[src/rtl/bus_driver_mux.sv]
// Registered N-source bus multiplexer with priority selection and contention tracking.
// One-cycle latency; every output comes straight from a flop.
module bus_driver_mux #(
    parameter int WIDTH     = 32,
    parameter int N         = 32,
    parameter int SELW      = $clog2(N),
    parameter int PRIO_LOW  = 1,
    parameter int HOLD_LAST = 1
) (
    input  logic                 clock,
    input  logic                 clear,
    input  logic [N-1:0]         src_en,
    input  logic [N*WIDTH-1:0]   src_data,
    input  logic                 clr_err,
    output logic [WIDTH-1:0]     bus_out,
    output logic                 bus_valid,
    output logic [SELW-1:0]      bus_sel,
    output logic                 contention,
    output logic                 contention_sticky,
    output logic [7:0]           contention_count
);

    logic [SELW-1:0]  winner;
    logic             any_req;
    logic             multi_req;
    logic [WIDTH-1:0] winner_word;
    logic [7:0]       count_next;
    logic             sticky_next;

    // NOTE: every signal gets a default at the top of always_comb so no path leaves it unassigned (no latch).
    always_comb begin
        winner    = '0;
        any_req   = 1'b0;
        multi_req = 1'b0;
        // Scan so that the preferred index is the last one written.
        if (PRIO_LOW != 0) begin
            for (int i = N - 1; i >= 0; i--) begin
                if (src_en[i]) winner = SELW'(i);
            end
        end else begin
            for (int i = 0; i < N; i++) begin
                if (src_en[i]) winner = SELW'(i);
            end
        end
        for (int i = 0; i < N; i++) begin
            if (src_en[i]) begin
                multi_req = multi_req | any_req;
                any_req   = 1'b1;
            end
        end
    end

    assign winner_word = src_data[int'(winner) * WIDTH +: WIDTH];

    // Contention in the same cycle as clr_err wins: the clear restarts the count at one.
    always_comb begin
        count_next  = contention_count;
        sticky_next = contention_sticky;
        if (multi_req) begin
            sticky_next = 1'b1;
            if (clr_err)
                count_next = 8'd1;
            else if (contention_count != 8'hFF)
                count_next = contention_count + 8'd1;
        end else if (clr_err) begin
            sticky_next = 1'b0;
            count_next  = 8'd0;
        end
    end

    // NOTE: sequential state uses non-blocking assignments so all flops sample pre-edge values.
    always_ff @(posedge clock) begin
        if (clear) begin
            bus_out           <= '0;
            bus_valid         <= 1'b0;
            bus_sel           <= '0;
            contention        <= 1'b0;
            contention_sticky <= 1'b0;
            contention_count  <= 8'd0;
        end else begin
            bus_valid         <= any_req;
            contention        <= multi_req;
            contention_sticky <= sticky_next;
            contention_count  <= count_next;
            if (any_req) begin
                bus_out <= winner_word;
                bus_sel <= winner;
            end else if (HOLD_LAST == 0) begin
                bus_out <= '0;
            end
        end
    end

endmodule

[config.mk]
export PLATFORM = sky130hd
export DESIGN_NAME = bus_driver_mux
export DESIGN_NICKNAME = d
export VERILOG_FILES = /design/src/rtl/bus_driver_mux.sv
export SDC_FILE = /design/constraint.sdc
export NUM_CORES = 1
export LEC_CHECK = 0
export ABC_CLOCK_PERIOD_IN_PS = 3450
export CORE_AREA = 2 2 428 430
export CTS_CLUSTER_SIZE = 8
export DETAILED_ROUTE_END_ITERATION = 8
export DIE_AREA = 0 0 430 432
export GPL_TIMING_DRIVEN = 0
export SETUP_SLACK_MARGIN = 0.15
export SYNTH_ARGS = -nofsm -noshare
export SYNTH_HDL_FRONTEND = slang
export SYNTH_SLANG_ARGS = --single-unit
[constraint.sdc]
create_clock -name clock -period 3.45 [get_ports clock]
set_input_delay 1.035 -clock clock [delete_from_list [all_inputs] [get_ports clock]]
set_output_delay 1.035 -clock clock [all_outputs]
set_load 0.01 [all_outputs]
# After elaboration in Yosys (flattened, before gate mapping)
# Cells that the tools add are included.
word_totals:
  regBits: 48
  out_inout_bits: 48
  word_cells: 143
classes:
  n_addsub: 1
  mux: 101
  n_bitwise: 30
  n_shift: 1
  n_eq_ne: 1
  reduce_logical: 3
op_table:
  columns: ["operator", "n"]
  rows:
  - ["indexed part select 1024 x 11 -> 32 bit", 1]
  - ["2-to-1 mux 5 bit", 32]
  - ["2-to-1 mux 1 bit", 65]
  - ["2-to-1 mux 8 bit", 4]
  - ["bitwise OR 1 bit", 30]
  - ["adder 8 x 1 -> 8 bit, second input constant", 1]
  - ["!= test 8 bit, second input constant", 1]
  - ["nonzero test 2 bit", 2]
  - ["AND reduction 2 bit", 1]

# Logic depth before layout (Yosys ltp)
# Gate-level depths: netlist of run 1.
depth:
  depth_word: 64
  depth_mapped: 13

# Least setup slack after synthesis of run 1
# No wires, ideal clock.
synth_path:
  kind: "input -> register"
  startpoint: "in src_en[16]"
  endpoint: "reg bus_out[10]"
  cell_stages: 12
  path_slack_ns: -0.020
  setup_time_ns: 0.131
  arrival_time_ns: 3.339
  path_buffers: 4
  t_required_ns: 3.319
  cell_sequence: "or3_1 > a221oi_2 > o21ai_2 > a211o_1 > buf_2 > a21o_1 > buf_2 > buf_6 > buf_6 > a221o_1 > o211ai_1 > nand4_1"
synth_between:
  elab_chain_len: 18
  word_cells_on_any_way: 34
synth_lines:
  columns: ["item", "line", "source"]
  rows:
  - ["start, declared", "12", "input logic [N-1:0] src_en,"]
  - ["2-to-1 mux 5 bit (17 in series)", "38", "if (src_en[i]) winner = SELW'(i);"]
  - ["indexed part select 1024 x 11 -> 32 bit", "53", "assign winner_word = src_data[int'(winner) * WIDTH +: WIDTH];"]
  - ["end signal, assigned", "86", "bus_out <= winner_word;"]
  - ["end, declared", "15", "output logic [WIDTH-1:0] bus_out,"]
# Parallel ways exist; a longest one is shown, timed or not.
# A chain may end at the register's enable or synchronous reset.

# Worst setup path in the final report of run 1
layout_path:
  startpoint: "in src_en[18]"
  endpoint: "reg bus_out[28]"
layout_between:
  elab_chain_len: 20
  word_cells_on_any_way: 34
layout_lines:
  columns: ["item", "line"]
  rows:
  - ["2-to-1 mux 5 bit (19 in series)", "38"]
  - ["indexed part select 1024 x 11 -> 32 bit", "53"]
# Parallel ways exist; a longest one is shown, timed or not.

==> results of run 1 <==
==> through the flow <==
stage                     cell area [um^2]  setup TNS (ns)  std cells  power (W)
final                                33700          -14.73       5565    0.00631
after global placement               27100         -161.37       5317    0.00450
after CTS                            32700          -12.82       5465    0.00613
after detailed placement             27300         -122.10       5327    0.00452
after global routing                 33600          -16.76       5538    0.00640
after floorplan                      13100         -0.0124       1828    0.00176
==> path summary, 6_finish.rpt <==
kind,slack (ns),to,cells past startpoint
worst max-delay path,-0.66,bus_out[28],14
worst min-delay path,0.47,contention_sticky,2
worst max register to register,1.69,contention_count[7],7
worst min register to register,0.47,contention_sticky,2
==> cells in the final DEF (no fill, tap or decap), drive strengths merged, types with 11 or more instances in the layout <==
master and count:
a221oi 14, clkdlybuf4s50 1074, o311ai 14, clkdlybuf4s15 11
nor2b 37, buf 281, a31oi 32, o2111ai 19
clkbuf 143, nand2b 45, a311oi 12, a41oi 17
diode 70, o21ai 61, a2111o 14, or3 12
o221ai 51, nand3b 21, a221o 69, a2111oi 63
nand2 237, and3 18, o211ai 57, a211oi 105
dfxtp 48, nand4 63, o2111a 47, mux2i 186
nor2 35, nor3b 15, a32oi 19, a21oi 90
inv 55, nand3 24
==> power breakdown <==
| part | internal [W] | switching (W) |
|---|---|---|
| sequential | 0.000595 | 0.0000411 |
| clock | 0.000388 | 0.000379 |
| combinational | 0.00235 | 0.00256 |
| total | 0.00333 | 0.00298 |
==> registers in the layout, summed over array words and instances (netlist names) <==
signal and cells:
bus_out 32, contention_count 8, bus_valid 1, bus_sel 5, contention_sticky 1, contention 1
==> cell families (layout without fill, tap and decap cells) <==
| family | count (synthesis) | in the layout | share of synthesized area [%] |
|---|---|---|---|
| compound gates | 746 | 746 | 45.9 |
| simple gates | 545 | 545 | 21.4 |
| buf+inv | 289 | 1571 | 9.74 |
| mux | 196 | 196 | 15.2 |
| flops | 48 | 48 | 7.40 |
| fa+ha+maj | 3 | 3 | 0.250 |
| xor+xnor | 1 | 1 | 0.0674 |
| other cells | 0 | 70 | 0 |
==> area by class of cell <==
type / count / area (um^2) / share of cell area, %
Multi-Input combinational cell: 1491 / 13300 / 39.5
Sequential cell: 48 / 961 / 2.85
Timing Repair Buffer: 1277 / 13000 / 38.7
Tap cell: 2385 / 2980 / 8.86
Clock inverter: 1 / 30.0 / 0.0892
Inverter: 55 / 206 / 0.613
Clock buffer: 7 / 153 / 0.453
Buffer: 231 / 2850 / 8.46
Antenna cell: 70 / 175 / 0.520
==> metal layers <==
metal | track usage [%] | routed length [um] | vias up
met5 | 0 | 762 | -
met4 | 13.3 | 14200 | 120
met3 | 9.01 | 26300 | 547
met2 | 39.2 | 109000 | 2064
met1 | 30.8 | 97500 | 12600
li1 | - | - | 10100
==> critical path: stages <==
cell	delay [ns]
buf_12	0.10
or3_4	0.38
a221oi_4	0.24
o21ai_4	0.19
a211o_1	0.34
buf_6	0.13
a21o_4	0.20
buf_12	0.14
clkbuf_16	0.17
buf_12	0.13
buf_12	0.13
a221o_1	0.33
o211ai_1	0.63
nand4_1	0.15
==> what timing repair did <==
item | CTS | global route
setup buffers | 129 | 27
pin swaps | 144 | 97
endpoints found under the setup margin | 48 | 46
gates resized for setup | 1027 | 88
gates cloned | 4 | 3
==> impl_metrics.toml, run 1 <==
[die]
core_mm2 = 0.182
die-area_mm2 = 0.186
die_h_um = 432
die-width_um = 430
start_util_pct = 7.15
num_rows = 157
io_pins = 1107

[critical_path]
crit_start = "src_en[18]"
required_ns = 3.68
r2r-start = "contention_count[0]"
crit_path_end_kind = "flop"
critPathLaunchType = "primary input"
path_max_fanout = 6
critical_path_class = "primary input to flop"
worstPathArrival_ns = 4.34

[final_layout]
nNetsFinal = 4169
syn2layout_area_growth_pct = 159
fillers = 20300
post-route-util_pct = 18.5
drive_above_1_share_pct = 22.9

[global_route]
grt_util_all_layers_pct = 25.4
antenna_found_initial = 206
grt_pass1_vias = 24300
grt-ovfl-total = 0
grt_pass1_wl_mm = 298
grt_max_degree = 15

[timing]
finalHoldViolCount = 0
worst_pin_slew_ns = 1.54
max_freq_ghz = 0.243
hold_ws_ns = 0.466
rsz0062_at_grt = "yes"
finalSetupViolations = 32
setup_slack_ns = -0.664
finClkSkew_ns = 0.00236
drv_slew = 11
fin_crit_sh_pct = 119
finalCriticalPeriod_ns = 4.11
max-slew-margin-rel_pct = -2.41

[synthesis]
ys_seq_area_share_pct = 7.40
synthTopCellsByCount = "nand2_1, mux2i_1, clkbuf_1, a211oi_1, a21oi_1"
synth-main-ff-cell = "dfxtp_1"
synth.largest_area_cell = "mux2i_1"
ys_types = 74
avgSynthCellArea_um2 = 7.11
synth_edf_count = 0
synth_top_cell_area_share_pct = 14.3
synth_fp_nets = 2888
synth.cell_area_mm2 = 0.0130
syn_inst = 1828
synth_most_common_cell = "nand2_1"
synth_area_leaders = "mux2i_1, dfxtp_1, nand2_1, a211oi_1, a221o_1"
yosys_warnings = 0
async_flop_share_pct = 0
ys_ff_latch = 48

[cts]
numCtsBuffers = 5
cts_max_level = 2
cts_sinks = 48
clkTransAtPathRegs_ns = 0.10
ctsLongestPathBuffers = 2
cts_tree = "done"
clk_latency_ns = 0.34
holdBufCountCts = 0
root_buffer = "clkbuf_16"

[drt]
route.detailed.drc = 0
wl_mm = 248
wire_per_inst_um = 44.5
first_pass_iters = 6
avgViaCountPerCell = 4.56
postRouteAntennaNets = 0
vias = 25400
drtIter0Drc = 2885

[place]
numPortBuffers = 1104
gp_congestion = 0.976
hpwl_mm = 209
place_ws_ns = -3.55

[pwr]
powerDensity_mw_per_mm2 = 187
vdd_drop_max_uv = 178
p_leak_nw = 11.3

[outcome]
violations = "capacitance limit, slew limit, setup timing"
status = "finished, violations left"

[worst_hold_path]
hp-class = "flop to flop"
min_from = "contention_sticky"

[run]
drv_cap = 1
(Power assumes the default switching activity.)
==> run 2: changes to the inputs <==
--- a/config.mk
+++ b/config.mk
@@ -6,10 +6,10 @@
 export NUM_CORES = 1
 export LEC_CHECK = 0
 export ABC_CLOCK_PERIOD_IN_PS = 3450
-export CORE_AREA = 2 2 428 430
+export CORE_AREA = 2 2 427 429
 export CTS_CLUSTER_SIZE = 8
 export DETAILED_ROUTE_END_ITERATION = 8
-export DIE_AREA = 0 0 430 432
+export DIE_AREA = 0 0 429 431
 export GPL_TIMING_DRIVEN = 0
 export SETUP_SLACK_MARGIN = 0.15
 export SYNTH_ARGS = -nofsm -noshare
==> run 2 against run 1 <==
Against the previous run:
- the run ends with setup timing left
- highest routed layer unchanged
- via count fell by 1.5%
- hold slack worse by 0.0035 ns
- first-iteration DRC count is 4.0% lower
- clock skew up 0.0011 ns
- wire length down 0.66%
- critical path type unchanged
- flip-flop and latch count is the same
- global-route usage down 0.14 points
- total power decreased by 4.2%
==> impl_metrics.toml, run 2 (synthesized netlist as in run 1, its figures left out) <==
[outcome]
status = "finished, violations left"
violations = "setup timing"

[timing]
hold_ws_ns = 0.462
finalHoldViolCount = 0
rsz0062_at_grt = "yes"
max-slew-margin-rel_pct = 7.78
setup_slack_ns = -0.547
finalSetupViolations = 35
max_freq_ghz = 0.250
finClkSkew_ns = 0.00342
worst_pin_slew_ns = 1.38
finalCriticalPeriod_ns = 4.00
fin_crit_sh_pct = 116
drv_slew = 0

[place]
gp_congestion = 0.946
place_ws_ns = -3.64
hpwl_mm = 207
placed_cells = 5318
numPortBuffers = 1104
placed_area_mm2 = 0.0274

[drt]
drtIter0Drc = 2770
postRouteAntennaNets = 0
wire_per_inst_um = 44.4
first_pass_iters = 6
route.detailed.drc = 0
wl_mm = 246
vias = 25000
avgViaCountPerCell = 4.51

[worst_hold_path]
hp-class = "flop to flop"
min_path_cells = 2
min_delay_worst_endpoint = "bus_sel[0]"
min_from = "bus_sel[0]"

[critical_path]
path_depth = 13
r2r-start = "contention_count[0]"
slowest_stage = "o211ai_1"
cp.buffers_inverters = 5
required_ns = 3.63
cp_top_family = "compound AO/OA/AOI/OAI gates"
rr_endpoint = "contention_count[7]"
slowest_delay_ns = 0.45
path_max_fanout = 10
crit_path_end_kind = "flop"
timing.reg2reg.setup_slack_ns = 1.70
worstPathArrival_ns = 4.18
critical_path_class = "primary input to flop"
path_cells = "clkdlybuf4s15_1 -> nor2_2 -> a221oi_4 -> o21ai_4 -> a211o_1 -> buf_6 -> a21o_1 -> buf_12 -> buf_6 -> buf_12 -> a221o_1 -> o211ai_1 -> nand4_1"
critPathLaunchType = "primary input"
reg2regPathDepth = 7

[cts]
cts_max_level = 2
clkTransAtPathRegs_ns = 0.07
cts_tree = "done"
numCtsBuffers = 5
root_buffer = "clkbuf_16"
holdBufCountCts = 0
ctsLongestPathBuffers = 2
clk_latency_ns = 0.36
cts_sinks = 48

[die]
core_mm2 = 0.180
die-width_um = 429
num_rows = 156
start_util_pct = 7.21
die-area_mm2 = 0.185
io_pins = 1107
die_h_um = 431

[pwr]
vdd_drop_max_uv = 200
p_leak_nw = 11.1
powerDensity_mw_per_mm2 = 184
total_power_w = 0.00604

[global_route]
grt_pass1_vias = 23700
grt_util_all_layers_pct = 25.2
grt-ovfl-total = 0
grt_max_degree = 15
grt_pass1_wl_mm = 294
antenna_found_initial = 211

[final_layout]
top_regs = "bus_out x32, contention_count x8, bus_sel x5"
syn2layout_area_growth_pct = 153
largest_register_ffs = 32
top_register = "bus_out"
nNetsFinal = 4167
fillers = 20300
drive_above_1_share_pct = 21.2
instances_no_fill = 5540
most-common-layout-cells = "clkdlybuf4s50_1, nand2_1, buf_4"
fin_area_mm2 = 0.0329
layout_commonest_cell = "clkdlybuf4s50_1"

[run]
drv_cap = 0
[run 2: cell types whose count changed in the layout (fill, tap and decap cells not counted), moves of 7 or more]
cell,delta
a21oi_4,-9
o21ai_0,-7
buf_4,+7
o221ai_1,+10
a211oi_1,+12
diode_2,-8
nand2_1,+11
buf_2,+7
nand2_2,-7
o21ai_1,+9
buf_6,-14
clkbuf_16,-7
[run 2: area by class of cell]
type / count / area [um^2] / area share, %
diodes: 62 / 155 / 0.471
plain buffers: 233 / 2830 / 8.60
clock buffers: 6 / 139 / 0.422
clock inverters: 2 / 10.0 / 0.0304
inverters: 55 / 206 / 0.627
multi-input cells: 1491 / 12700 / 38.7
flip-flops and latches: 48 / 961 / 2.92
well taps: 2370 / 2970 / 9.01
repair buffers: 1273 / 12900 / 39.2
[run 2: routing by layer]
metal,GRT usage [%],share of wire [%]
met5,0,0.24
met4,9.64,4.7
met3,6.99,9.1
met2,41.8,46
met1,30.9,40
[run 2: worst max path at each step]
stage | start | end
5_1_grt | src_en[16] | bus_out[3]
3_3_place_gp | src_en[3] | bus_out[4]
2_1_floorplan | src_en[20] | bus_out[10]
4_1_cts | src_en[18] | bus_out[3]
3_5_place_dp | src_en[3] | bus_out[21]
6_report | src_en[29] | bus_out[10]
[run 2: report_power, final]
group          switching [W]  total (W)  internal [W]
registers          0.0000368   0.000632      0.000595
clock network       0.000365   0.000657      0.000292
logic                0.00247    0.00475       0.00228
[run 2: worst register-to-register path, cell delays in order, from the launching register on]
cell and delay [ns]:
dfxtp_1 0.38, ha_1 0.26, nand2_1 0.08, nor2_1 0.05, and3_1 0.21, a21o_4 0.23
nor4_2 0.26, mux2i_1 0.21
[run 2: repair_timing]
item	CTS	global route
gates resized for setup	888	152
pin swaps	110	77
cloned	4	4
buffers inserted	102	43
setup endpoints to repair	48	45
[run 2: per-stage QoR]
step | TNS [ns] | util [%]
3_5_place_dp | -117.45 | 15.2
4_1_cts | -11.07 | 17.6
2_1_floorplan | -0.0124 | -
5_1_grt | -14.75 | 18.2
3_3_place_gp | -158.89 | 15.0
6_report | -12.30 | 18.3
==> run 3: changes to the inputs <==
--- a/config.mk
+++ b/config.mk
@@ -12,6 +12,7 @@
 export DIE_AREA = 0 0 429 431
 export GPL_TIMING_DRIVEN = 0
 export SETUP_SLACK_MARGIN = 0.15
+export SLEW_MARGIN = 20
 export SYNTH_ARGS = -nofsm -noshare
 export SYNTH_HDL_FRONTEND = slang
 export SYNTH_SLANG_ARGS = --single-unit
==> run 3 against run 2 <==
Against the previous run:
- core utilization increased by 0.36 points
- non-clock buffer count increased by 26
- register-to-register slack got worse by 0.06 ns
- the run still ends with setup timing left
==> impl_metrics.toml, run 3 (synthesized netlist as in run 1, its figures left out) <==
[outcome]
status = "finished, violations left"
violations = "setup timing"

[cts]
cts_max_level = 2
cts_tree = "done"
clkTransAtPathRegs_ns = 0.10
root_buffer = "clkbuf_16"
ctsLongestPathBuffers = 2
numCtsBuffers = 5
cts_sinks = 48
clk_latency_ns = 0.35
holdBufCountCts = 0

[timing]
fin_crit_sh_pct = 117
finalSetupViolations = 37
setup_slack_ns = -0.587
rsz0062_at_grt = "yes"
worst_pin_slew_ns = 1.08
finalCriticalPeriod_ns = 4.04
max-slew-margin-rel_pct = 27.8
finalHoldViolCount = 0
finClkSkew_ns = 0.00325
hold_ws_ns = 0.466
max_freq_ghz = 0.248
drv_slew = 0

[worst_hold_path]
hp-class = "flop to flop"
min_path_cells = 2

[run]
drv_cap = 0

[drt]
wl_mm = 247
avgViaCountPerCell = 4.54
first_pass_iters = 5
route.detailed.drc = 0
vias = 25300
postRouteAntennaNets = 0
drtIter0Drc = 2530
wire_per_inst_um = 44.4

[final_layout]
largest_register_ffs = 32
top_register = "bus_out"
drive_above_1_share_pct = 22.7
post-route-util_pct = 18.6
fin_area_mm2 = 0.0336
layout_commonest_cell = "clkdlybuf4s50_1"
top_regs = "bus_out x32, contention_count x8, bus_sel x5"
syn2layout_area_growth_pct = 158
most-common-layout-cells = "clkdlybuf4s50_1, nand2_1, buf_4"
nNetsFinal = 4193

[place]
numPortBuffers = 1104
hpwl_mm = 208
gp_congestion = 0.946
place_ws_ns = -3.05
placed_area_mm2 = 0.0276

[critical_path]
cp.buffers_inverters = 5
cp_top_family = "compound AO/OA/AOI/OAI gates"
slowest_delay_ns = 0.68
path_max_fanout = 5
timing.reg2reg.setup_slack_ns = 1.64
critical_path_class = "primary input to flop"
critPathLaunchType = "primary input"
reg2regPathDepth = 8
path_depth = 13
required_ns = 3.66
slowest_stage = "o211ai_1"
path_cells = "buf_8 -> or3_4 -> a221oi_4 -> o21ai_4 -> a211o_1 -> buf_6 -> a21o_4 -> buf_12 -> buf_4 -> clkbuf_16 -> a221o_1 -> o211ai_1 -> a31oi_1"
crit_path_end_kind = "flop"
worstPathArrival_ns = 4.24

[die]
die_h_um = 431
die-area_mm2 = 0.185
start_util_pct = 7.21
die-width_um = 429
io_pins = 1107
core_mm2 = 0.180
num_rows = 156

[global_route]
antenna_found_initial = 202
grt_pass1_wl_mm = 297
grt_util_all_layers_pct = 25.4
grt_max_degree = 15
grt_pass1_vias = 24100
grt-ovfl-total = 0

[pwr]
p_leak_nw = 11.4
powerDensity_mw_per_mm2 = 183
vdd_drop_max_uv = 191
total_power_w = 0.00615
==> run 3: cell types whose count changed in the layout (fill, tap and decap cells not counted), sizes merged <==
| cell | before | now |
|---|---|---|
| buf | 282 | 313 |
| bufbuf | 3 | 2 |
| clkbuf | 141 | 143 |
| clkdlybuf4s15 | 11 | 5 |
| diode | 62 | 67 |
==> run 3: tightest hold or removal path, delay by kind of cell, from the launching register on <==
family	cells	cell delay, ns
AOI/OAI and AO/OA	1	0.05
and+or+nand+nor	1	0.05
DFF	1	0.32
==> run 3: worst paths after layout <==
check                                    startpoint                   to
worst min register to register    contention_sticky    contention_sticky
worst max-delay path                     src_en[16]          bus_out[21]
worst max register to register  contention_count[0]  contention_count[3]
worst min-delay path              contention_sticky    contention_sticky
==> run 3: report_power, final <==
part           internal [W]  total (W)  switching, W
sequential         0.000595   0.000633     0.0000376
clock              0.000291   0.000645      0.000354
combinational       0.00236    0.00487       0.00251
total               0.00325    0.00615       0.00290
==> run 3: what timing repair did <==
action | in CTS | in global routing
cloned | 5 | 1
setup endpoints to repair | 47 | 45
resized for setup | 892 | 150
buffers inserted | 131 | 38
pin swaps | 131 | 101
==> run 3: per-layer routing <==
layer	vias to the layer above	GRT usage, %	part of all wire (%)
met4	86	9.75	4.8
met2	1918	41.9	46
met5	-	0	0.23
met1	12700	31.0	40
li1	10100	-	-
met3	497	7.31	9.4
==> run 3: stage by stage <==
step           setup TNS [ns]  instances
2_1_floorplan         -0.0124       1828
3_3_place_gp          -158.89       5302
3_5_place_dp          -103.51       5322
4_1_cts                -10.25       5466
5_1_grt                -14.41       5536
6_report               -14.01       5571
==> run 3: cell type report <==
type | instances | area (um^2)
tap | 2370 | 2970
fill | 20200 | 147000
clock buffer | 6 | 139
timing repair buffer | 1299 | 13300
clock inverter | 2 | 10.0
buffer | 233 | 2890
inverter | 55 | 206
multi-input combinational | 1491 | 12900
antenna | 67 | 168
sequential | 48 | 961
==> RTL change 1, RTL diff (config.mk and constraints of run 1) <==
The parameter `PRIO_LOW` goes from 1 to 0.
--- a/src/rtl/bus_driver_mux.sv
+++ b/src/rtl/bus_driver_mux.sv
@@ -5,5 +5,5 @@
     parameter int N         = 32,
     parameter int SELW      = $clog2(N),
-    parameter int PRIO_LOW  = 1,
+    parameter int PRIO_LOW  = 0,
     parameter int HOLD_LAST = 1
 ) (
Check against the original RTL: not equivalent (Yosys sat finds a counterexample within 4 cycles, from zero or initial values).
==> RTL change 1 against run 1 <==
The flow finishes with violations (negative setup slack); sequential cell count unchanged; largest cell class unchanged; worst setup slack improved by 140 ps; wire length shrank 20%; synthesized area decreased by 16%; critical path depth rose by 2; final area is 7.3% lower; power down 7.0%.
==> RTL change 1: results (changes against run 1) <==
status=finished, violations left; failing checks=negative setup slack; max incr delay on CP=560 ps (-70 ps); Critical Path Slowest Stage Cell=nor4_4; Max FO, Critical Path=5 (-1); H-tree depth=2 (unchanged); router iterations before antenna repair=5 (-1); CTS buffer count=5 (unchanged); CP delay by family, top=buffers and inverters; Seq/Total Area, Yosys=8.837% (+1.4 points); Top Registers=bus_out: 32 flops, contention_count: 8 flops, bus_sel: 5 flops; DRT Wirelength=197.5 mm (-20%); Total Routing Usage GR=20.02% (-5.4 points); Placed Cells=5166 (-3.0%); WP data arrival=4170 ps (-170 ps); most frequent cells after synthesis=278 x nand2_1, 246 x mux2i_1, 208 x o22ai_1; Worst Clk Skew=0.8124 ps (-1.551 ps); Area contributors post-synth=mux2i_1 23%, o22ai_1 12%, nand2_1 9.6%; drt first-iter violations=1671 (-42%); CTS root buffer=clkbuf_16; setup TNS=-13090 ps (+1634 ps); initial antenna violation count=115 (-44%); placed cell area=25320 sq um (-7.1%); Worst Slack Setup Final=-522.6 ps (+141.9 ps); top_reg_cell synth=dfxtp_1; largest net degree at the start of global routing=17 (+2); CTS Buffer Depth=2 (unchanged); Pleak=10.82 nW (-3.9%); DP Wirelength=172.1 mm (-18%); count of cell types in the netlist=52 (-30%); Worst IR Drop VDD=202.2 uV (+14%); Relative slew margins=22.30% (+25 points); Synth async-reset ratio=0% (unchanged); via count=20603 (-19%); Hold Path Class=reg -> reg; input/output buffers=1106 (+0.18%); cells after synthesis=1662 (-9.1%); clk_lat worst skew=330 ps; layout cell share with drive strength beyond 1=24.53% (+1.6 points); Reg2Reg Depth=7 (unchanged); post-CTS setup buffers=68 (-47%); count of final setup violators=32 (unchanged); worst hold path depth=2 (unchanged); Post-Syn Nets=2722 (-5.7%); CTS resizes=898 (-13%); gpl congestion=0.9305 (-4.7%); Final #Nets=3953 (-5.2%); Clock transition at path regs=90 ps; fin. max-slew vios=0 (-11); first-pass GRT wire length=235.7 mm (-21%); fill count=20384 (+0.19%); vias in the first global route=20376 (-16%); WL/cell=37.14 um (-17%); yosys warns=0 (unchanged)
[RTL change 1: path summary, 6_finish.rpt]
kind | from | to | slack (ps)
max | src_en[12] | bus_out[8] | -520
min | bus_sel[2] | bus_sel[2] | 470
max reg2reg | contention_count[2] | contention_count[4] | 1730
min reg2reg | bus_sel[2] | bus_sel[2] | 470
[RTL change 1: power by group]
group / switching (W) / leakage (nW) / internal [W]
Combinational: 0.00221 / 10.3 / 0.00228
Sequential: 0.0000355 / 0.398 / 0.000595
Clock: 0.000328 / 0.0947 / 0.000422
Total: 0.00258 / 10.8 / 0.00329
[RTL change 1: final cells by class]
type	count	area [sq um]	area share, %
clock inverter	3	68.82	0.2205
clock buffer	5	125.1	0.4008
buffer	165	1977	6.333
tap	2385	2984	9.560
sequential	48	960.9	3.078
inverter	9	33.78	0.1082
antenna	40	100.1	0.3207
timing repair buffer	1225	12450	39.88
multi-input combinational	1439	12520	40.10
[RTL change 1: per-layer routing]
metal | track usage (%) | vias to the layer above | wire (um)
met3 | 3.856 | 345 | 13290
met2 | 37.38 | 1233 | 101600
met1 | 21.91 | 10133 | 71770
met5 | 0 | - | 334
met4 | 8.376 | 52 | 10560
li1 | - | 8840 | -
[RTL change 1: logic make-up after synthesis]
| group | share of synthesized area, % |
|---|---|
| AOI/OAI and AO/OA | 36.50 |
| xor gates and xnor gates | 0.1611 |
| adders and majority gates | 0.3912 |
| buffers and inverters | 6.950 |
| DFF | 8.837 |
| muxes | 23.89 |
| and+or+nand+nor | 23.28 |
[RTL change 1: stage by stage]
step	setup WS, ps	hold slack (ps)	util [%]
4_1_cts	-608.9	466.5	16.51
6_report	-522.6	466.1	17.18
5_1_grt	-543.7	479.0	17.16
3_5_place_dp	-4750	454.5	13.94
2_1_floorplan	48.42	480.5	-
3_3_place_gp	-5791	445.2	13.82
==> RTL change 2, RTL diff (flow settings as in run 1) <==
Without the edit above. Add an input register stage for `src_en`, without a reset; this delays it by one clock. The other inputs are not delayed to match.
--- a/src/rtl/bus_driver_mux.sv
+++ b/src/rtl/bus_driver_mux.sv
@@ -21,4 +21,10 @@
 );
 
+    logic [N-1:0] src_en_q;
+
+    always_ff @(posedge clock) begin
+        src_en_q <= src_en;
+    end
+
     logic [SELW-1:0]  winner;
     logic             any_req;
@@ -36,13 +42,13 @@
         if (PRIO_LOW != 0) begin
             for (int i = N - 1; i >= 0; i--) begin
-                if (src_en[i]) winner = SELW'(i);
+                if (src_en_q[i]) winner = SELW'(i);
             end
         end else begin
             for (int i = 0; i < N; i++) begin
-                if (src_en[i]) winner = SELW'(i);
+                if (src_en_q[i]) winner = SELW'(i);
             end
         end
         for (int i = 0; i < N; i++) begin
-            if (src_en[i]) begin
+            if (src_en_q[i]) begin
                 multi_req = multi_req | any_req;
                 any_req   = 1'b1;
Function: changed (Yosys sat finds a counterexample within 4 cycles, from zero or initial values).
==> RTL change 2 against run 1 <==
Synthesized area is 5.2% lower; power increased by 4.2%; wire length shrank 9.2%; largest cell class unchanged; worst setup slack gained 740 ps; synthesized cell count grew 16%; sequential cell count is 32 higher; worst hold slack gained 9.9 ps; count of clock-buffer cells in the layout increased by 2; final area is 6.0% lower; die area did not move; first-iteration DRC count shrank 19%.
==> RTL change 2: results (changes against run 1) <==
Placed Cells=5613 (+5.4%); most frequent cells after synthesis=817 x nand2_1, 174 x nand3_1, 114 x and3_1; Area Overhead vs Synth=156.8%; P_seq=0.00111 W (+75%); router iterations before antenna repair=5 (-1); Final #Nets=4361 (+4.6%); CTS buffer count=9 (+4); Inserted Diodes=62 (-11%); Worst Clk Skew=20.30 ps (+17.94 ps); DP Wirelength=200.0 mm (-4.3%); DRT Wirelength=224.9 mm (-9.2%); worst hold path depth=1 (-1); status=finished clean; worst flop-to-flop path endpoint=bus_out[3]; CTS resizes=686 (-33%); Area contributors post-synth=nand2_1 25%, dfxtp_1 13%, nand3_1 7.1%; Top Registers=bus_out: 32 flops, src_en_q: 32 flops, contention_count: 8 flops; Final clock-cell share=1.048% (+0.51 points); NonClk Buf Share=44.18% (-2.9 points); Seq/Total Area, Yosys=13.00% (+5.6 points); Max FO, Critical Path=10 (+4); Total Routing Usage GR=23.06% (-2.3 points); Compound-Gate Fraction of Synth Area=23.05% (-23 points); Mapped Area=12320 sq um (-5.2%); DP Worst Slack=-2831 ps (+722.2 ps); Startpoint Class=register; WP data arrival=3670 ps (-670 ps); placed cell area=26420 sq um (-3.1%); largest net degree at the start of global routing=17 (+2); count of cell types in the netlist=71 (-4.1%); first-pass GRT wire length=269.0 mm (-9.7%); Post-Syn Nets=3180 (+10%); via count=23788 (-6.3%); vias in the first global route=22754 (-6.3%); Worst IR Drop VDD=213.6 uV (+20%); post-CTS setup buffers=37 (-71%); Post-Synth XOR/XNOR Area=0.3554% (+0.29 points); Reg2Reg Launch Point=src_en_q[30]; layout cell share with drive strength beyond 1=18.84% (-4.1 points); Pleak=11.18 nW (-0.72%); Non-clock buffers=1366 (-9.4%); Logic inverters=8 (-85%); worst-margin pin slew=1260 ps (-276.1 ps); Power Combinational=0.00421 W (-14%); H-tree depth=3 (+1); R2R Setup Slk=80 ps (-1610 ps); NetSw=0.002869 W (-3.7%); drt first-iter violations=2328 (-19%); proportion of synthesized area in mux cells=5.199% (-10 points); Seq/total area=5.188% (+2.3 points); Seq pwr share=16.9% (+6.8 points); final hold slack=475.4 ps (+9.895 ps); #MultiIn Comb=1836 (+23%); largest family of logic cells by synthesized area=simple AND/OR/NAND/NOR gates; Finished Layout Cells=5753 (+3.4%); fraction of area in multi-input gates=39.57% (+0.067 points); gpl congestion=0.9701 (-0.64%); initial antenna violation count=208 (+0.97%); clk_lat worst skew=410 ps (+70 ps); Syn Area/Cell=5.812 sq um (-18%)
RTL change 2: cell types whose count changed after synthesis, sizes merged, moves of 62 or more:
cell | before | now
mux2i | 186 | 28
a221o | 69 | 1
nand2 | 237 | 817
nand3 | 24 | 176
and3 | 18 | 114
a2111oi | 63 | 1
RTL change 2: worst max-delay path, cell delays in order (launching register included):
cell       delay, ps
dfxtp_4          360
nand2b_4         130
a221o_1          340
a21oi_2          210
buf_4            140
o211a_1          140
buf_6            200
clkbuf_8         280
clkbuf_16        280
clkbuf_4         340
a31oi_2          270
a211oi_4         440
nor4_2            60
RTL change 2: per-layer routing:
metal | GRT usage, % | part of all wire [%] | vias up
met5 | 0 | 0.28 | -
met1 | 26.26 | 38 | 11493
li1 | - | - | 9971
met4 | 11.79 | 6.4 | 100
met3 | 6.545 | 8.6 | 533
met2 | 39.17 | 47 | 1691
